`src/rtl/serial_subtractor.sv`:
```
// Bit-serial WIDTH-bit subtractor (diff = a - b, LSB first) with a start/busy/done handshake.
// Optional borrow-in port enabled by defining SERIAL_SUB_BIN_EN.
`timescale 1ns/1ps

module serial_subtractor #(
  parameter int unsigned WIDTH = 8
) (
  input  logic             clk,
  input  logic             rst,
  input  logic             start,
  input  logic [WIDTH-1:0] a,
  input  logic [WIDTH-1:0] b,
`ifdef SERIAL_SUB_BIN_EN
  input  logic             bin,
`endif
  output logic             busy,
  output logic             done,
  output logic [WIDTH-1:0] diff,
  output logic             bout
);

  localparam int unsigned CNT_W = (WIDTH > 1) ? $clog2(WIDTH) : 1;

  localparam logic [1:0] S_IDLE  = 2'd0;
  localparam logic [1:0] S_SHIFT = 2'd1;
  localparam logic [1:0] S_DONE  = 2'd2;

  localparam logic [CNT_W-1:0] LAST_BIT = CNT_W'(WIDTH - 1);

  logic [1:0]       state_q,  state_d;
  logic [WIDTH-1:0] a_q,      a_d;
  logic [WIDTH-1:0] b_q,      b_d;
  logic             borrow_q, borrow_d;
  logic [CNT_W-1:0] count_q,  count_d;
  logic [WIDTH-1:0] diff_q,   diff_d;
  logic             bout_q,   bout_d;
  logic             busy_q,   busy_d;
  logic             done_q,   done_d;

  logic             bin_init_c;
  logic             d_c;
  logic             borrow_next_c;

`ifdef SERIAL_SUB_BIN_EN
  assign bin_init_c = bin;
`else
  assign bin_init_c = 1'b0;
`endif

  // Full-subtractor cell on the operand LSBs and the held borrow
  assign d_c           = a_q[0] ^ b_q[0] ^ borrow_q;
  assign borrow_next_c = (~a_q[0] & b_q[0]) | (~(a_q[0] ^ b_q[0]) & borrow_q);

  always_comb begin
    state_d  = state_q;
    a_d      = a_q;
    b_d      = b_q;
    borrow_d = borrow_q;
    count_d  = count_q;
    diff_d   = diff_q;
    bout_d   = bout_q;

    case (state_q)
      S_IDLE: begin
        if (start) begin
          a_d      = a;
          b_d      = b;
          borrow_d = bin_init_c;
          count_d  = '0;
          state_d  = S_SHIFT;
        end
      end
      S_SHIFT: begin
        diff_d   = {d_c, diff_q[WIDTH-1:1]};
        a_d      = a_q >> 1;
        b_d      = b_q >> 1;
        borrow_d = borrow_next_c;
        if (count_q == LAST_BIT) begin
          // Counter parks at its last value instead of wrapping
          bout_d  = borrow_next_c;
          state_d = S_DONE;
        end else begin
          count_d = count_q + CNT_W'(1);
        end
      end
      S_DONE: begin
        state_d = S_IDLE;
      end
      default: begin
        state_d = S_IDLE;
      end
    endcase

    busy_d = (state_d == S_SHIFT);
    done_d = (state_d == S_DONE);
  end

  always_ff @(posedge clk) begin
    if (rst) begin
      state_q  <= S_IDLE;
      a_q      <= '0;
      b_q      <= '0;
      borrow_q <= 1'b0;
      count_q  <= '0;
      diff_q   <= '0;
      bout_q   <= 1'b0;
      busy_q   <= 1'b0;
      done_q   <= 1'b0;
    end else begin
      state_q  <= state_d;
      a_q      <= a_d;
      b_q      <= b_d;
      borrow_q <= borrow_d;
      count_q  <= count_d;
      diff_q   <= diff_d;
      bout_q   <= bout_d;
      busy_q   <= busy_d;
      done_q   <= done_d;
    end
  end

  assign busy = busy_q;
  assign done = done_q;
  assign diff = diff_q;
  assign bout = bout_q;

endmodule
```
`config.mk`:
```
export PLATFORM = sky130hd
export DESIGN_NAME = serial_subtractor
export DESIGN_NICKNAME = d
export VERILOG_FILES = /design/src/rtl/serial_subtractor.sv
export SDC_FILE = /design/constraint.sdc
export NUM_CORES = 1
export LEC_CHECK = 0
export ABC_AREA = 1
export CAP_MARGIN = 20
export CORE_MARGIN = 3
export CORE_UTILIZATION = 35
export CTS_CLUSTER_DIAMETER = 60
export DETAILED_ROUTE_END_ITERATION = 12
export GPL_TIMING_DRIVEN = 0
export HOLD_SLACK_MARGIN = 0.02
export PLACE_DENSITY = 0.64
export SLEW_MARGIN = 15
export SYNTH_ARGS = -nofsm -noshare
export SYNTH_HDL_FRONTEND = slang
export SYNTH_SLANG_ARGS = --single-unit
```
`constraint.sdc`:
```
create_clock -name clk -period 1.1 [get_ports clk]
set_clock_uncertainty 0.1 [all_clocks]
set_input_delay 0.22 -clock clk [delete_from_list [all_inputs] [get_ports clk]]
set_output_delay 0.22 -clock clk [all_outputs]
set_load 0.02 [all_outputs]
```
==> impl_metrics.json, run 1 <==
{
  "status": "complete, but fails checks",
  "initial_core_util_pct": 36.91,
  "min-delay-start": "b_q[5]",
  "num_vias": 1442,
  "drtPass1Iterations": 4,
  "grt_max_degree": 12,
  "cts_buffers": 5,
  "drtIter0Drc": 102,
  "crit_family": "flip-flops",
  "fill_cells": 384,
  "cts_num_sinks": 33,
  "rsz0062_at_grt": "true",
  "crit_type": "reg -> reg",
  "grt-ovfl-total": 0,
  "postLayoutCoreUtil_pct": 57.97,
  "yosys.area_share.xor_xnor_pct": 0,
  "cts_buffer_depth": 2,
  "crit_start": "count_q[0]",
  "violations": "negative setup slack",
  "hold_class": "reg -> reg",
  "synth_simple_gate_area_share_pct": 28.32,
  "area_growth_pct": 57.06,
  "wl_per_cell_microns": 11.59,
  "cp.arrival_ps": 1310,
  "endpoint_kind": "register",
  "synth_mux_area_share_pct": 0,
  "hpwlAfterDp_mm": 2.240,
  "drc": 0,
  "clk-insertion-delay-late_ps": 290,
  "wirelength_mm": 3.603,
  "synth_top_family_by_area": "simple AND/OR/NAND/NOR gates",
  "grtUsageTotal_pct": 14.52,
  "drive_gt1_share_pct": 36.40,
  "ys_types": 21,
  "setup_viol": 30,
  "powerDensity_mw_per_mm2": 1401,
  "final-hold-violation-count": 0,
  "max-vdd-ir-drop_uv": 1055,
  "ctsHoldBuffers": 0,
  "yosys_warnings": 0,
  "max_freq_mhz": 816.6,
  "synth_ff_type": "dfxtp_1",
  "rows": 23,
  "crit_buf_inv": 0,
  "synth.area.top_cells": "dfxtp_1 44%, nand2_1 10%, nand3_1 9.7%",
  "path_cells": "ha_4 > ha_4 > nand3b_1 > nand3_1 > a21oi_2",
  "syn_inst": 209,
  "synth_enable_flop_cells": 0,
  "cp-start-kind": "register",
  "finalNetCount": 282,
  "vias_per_cell": 4.637,
  "p_leak_uw": 0.001052,
  "numPortBuffers": 29,
  "dieHeight_microns": 71.42,
  "synth_most_common_cell": "nand2_1",
  "yosysTopAreaCell": "dfxtp_1",
  "diodes": 0,
  "synth_nets": 231,
  "core_sq_mm": 0.004058,
  "synthTopCellsByCount": "40 x nand2_1, 33 x dfxtp_1, 33 x inv_1",
  "finalMaxSlewViolations": 0,
  "crit_fanout": 3,
  "ant_nets": 0,
  "syn_avg_cell_area_sq_um": 7.166,
  "cts_htree_levels": 2,
  "synthArstFlopShare_pct": 0,
  "drv_cap": 0,
  "antenna_found_initial": 0,
  "critical_path.most_common_cell": "ha_4",
  "ios": 30,
  "fin_ws_ps": -124.6,
  "syn-cell-area_sq_mm": 0.001498,
  "die_w_microns": 71.42,
  "grt_pass1_vias": 1373,
  "min_period_over_period_pct": 111.3,
  "grt_pass1_wl_mm": 5.844,
  "min_period_ps": 1225,
  "synth_compound_area_share_pct": 11.36,
  "relSlewSlack_pct": 83.02,
  "clock-root-buffer": "clkbuf_8",
  "globalplace.congestion": 0.7575,
  "yosys_register_bits": 33,
  "cts_tree": "built",
  "r2r_start": "count_q[0]",
  "cp_data_required_time_ps": 1190,
  "critPathSlowestCell": "dfxtp_2",
  "yosysSeqAreaShare_pct": 44.11,
  "tns_ps": -1171,
  "cp_slowest_stage_delay_ps": 340,
  "worst-slew-pin-transition_ps": 253.8,
  "cts.clk_slew.worst_paths_ps": 70,
  "synth_fa_ha_area_share_pct": 3.008,
  "synth_top_cell_area_share_pct": 44.11,
  "dieArea_sq_mm": 0.005100
}
[registers in the layout, indices dropped and copies added (netlist names)]
signal and flops:
state_q 2, busy 1, borrow_q 1, diff 8, done 1, a_q 8
count_q 3, bout 1, b_q 8
[worst reg2reg max path, cell delays in order (launching register included)]
cell and delay, ps:
dfxtp_2 340, ha_4 160, ha_4 170, nand3b_1 180, nand3_1 110, a21oi_2 50
[report_power, final]
part	internal [uW]	switching, uW	total (uW)
clock network	900	463	1360
logic	310	290	600
registers	1280	54.3	1330
[cell type report]
class | instances | area [sq um] | share of cell area [%]
multi-input cells | 132 | 792.0 | 33.67
plain buffers | 8 | 82.58 | 3.511
clock buffers | 5 | 68.82 | 2.926
inverters | 35 | 141.4 | 6.011
repair buffers | 45 | 456.7 | 19.41
clock inverters | 3 | 65.06 | 2.766
well taps | 50 | 62.56 | 2.660
flip-flops and latches | 33 | 683.2 | 29.04
[routing by layer]
| layer | vias to the layer above | GRT usage (%) | wire, microns |
|---|---|---|---|
| met5 | - | 0 | 0 |
| met4 | 0 | 8.142 | 82 |
| met3 | 9 | 3.086 | 180 |
| met2 | 29 | 24.29 | 1740 |
| met1 | 649 | 17.19 | 1599 |
| li1 | 755 | - | - |
[worst paths after layout]
check | endpoint | cells past startpoint | slack, ps
max reg2reg | count_q[2] | 5 | -120
max | count_q[2] | 5 | -120
min | b_q[5] | 2 | 360
min reg2reg | b_q[5] | 2 | 360
[logic make-up after synthesis]
group	Yosys count
AND/OR/NAND/NOR	98
flip-flops	33
adder cells (fa/ha/maj)	3
buffers and inverters	44
AO/OA/AOI/OAI	31
[cell usage in the layout, fill, tap and decap left out, types with 2 or more instances in the layout]
cell,synthesis,routed
dfxtp_4,0,2
dfxtp_2,0,12
bufinv_16,0,2
nor2_1,25,20
o21ai_1,0,2
ha_4,0,2
nor2_4,0,3
clkbuf_4,0,2
buf_8,0,2
buf_2,3,2
nand2_2,1,9
a21oi_2,1,5
nand2_8,0,2
nor2_2,0,2
inv_2,1,3
clkdlybuf4s50_1,0,17
clkbuf_16,0,2
a21oi_1,19,15
inv_1,33,30
o21ai_0,10,8
clkbuf_8,0,5
nand2_1,40,30
buf_4,1,13
dfxtp_1,33,19
nand3_2,1,7
nand3_1,29,23
buf_6,3,14
[through the flow]
step | setup WS (ps) | hold slack, ps | area [sq um] | cells | total power, uW
global route | -199.6 | 376.7 | 2352 | 311 | 3443
finish | -124.6 | 362.8 | 2352 | 311 | 3295
floorplan | -44.10 | 189.1 | 1529 | 209 | 1630
global placement | -511.4 | 351.2 | 1882 | 288 | 1805
CTS | -85.00 | 364.2 | 2131 | 305 | 3214
detailed placement | -519.5 | 353.7 | 1882 | 288 | 1811
[what timing repair did]
action,in CTS,in global routing
setup endpoints to repair,43,41
gates resized for setup,88,44
pin swaps,3,9
buffers inserted,8,4
gates cloned,1,3
(Power assumes the default switching activity.)
==> run 2, diff against run 1 <==
--- a/config.mk
+++ b/config.mk
@@ -14,7 +14,6 @@
 export GPL_TIMING_DRIVEN = 0
 export HOLD_SLACK_MARGIN = 0.02
 export PLACE_DENSITY = 0.64
-export SLEW_MARGIN = 15
 export SYNTH_ARGS = -nofsm -noshare
 export SYNTH_HDL_FRONTEND = slang
 export SYNTH_SLANG_ARGS = --single-unit
==> results of run 2 <==
Final layout, timing and power as in run 1 (identical DEF).
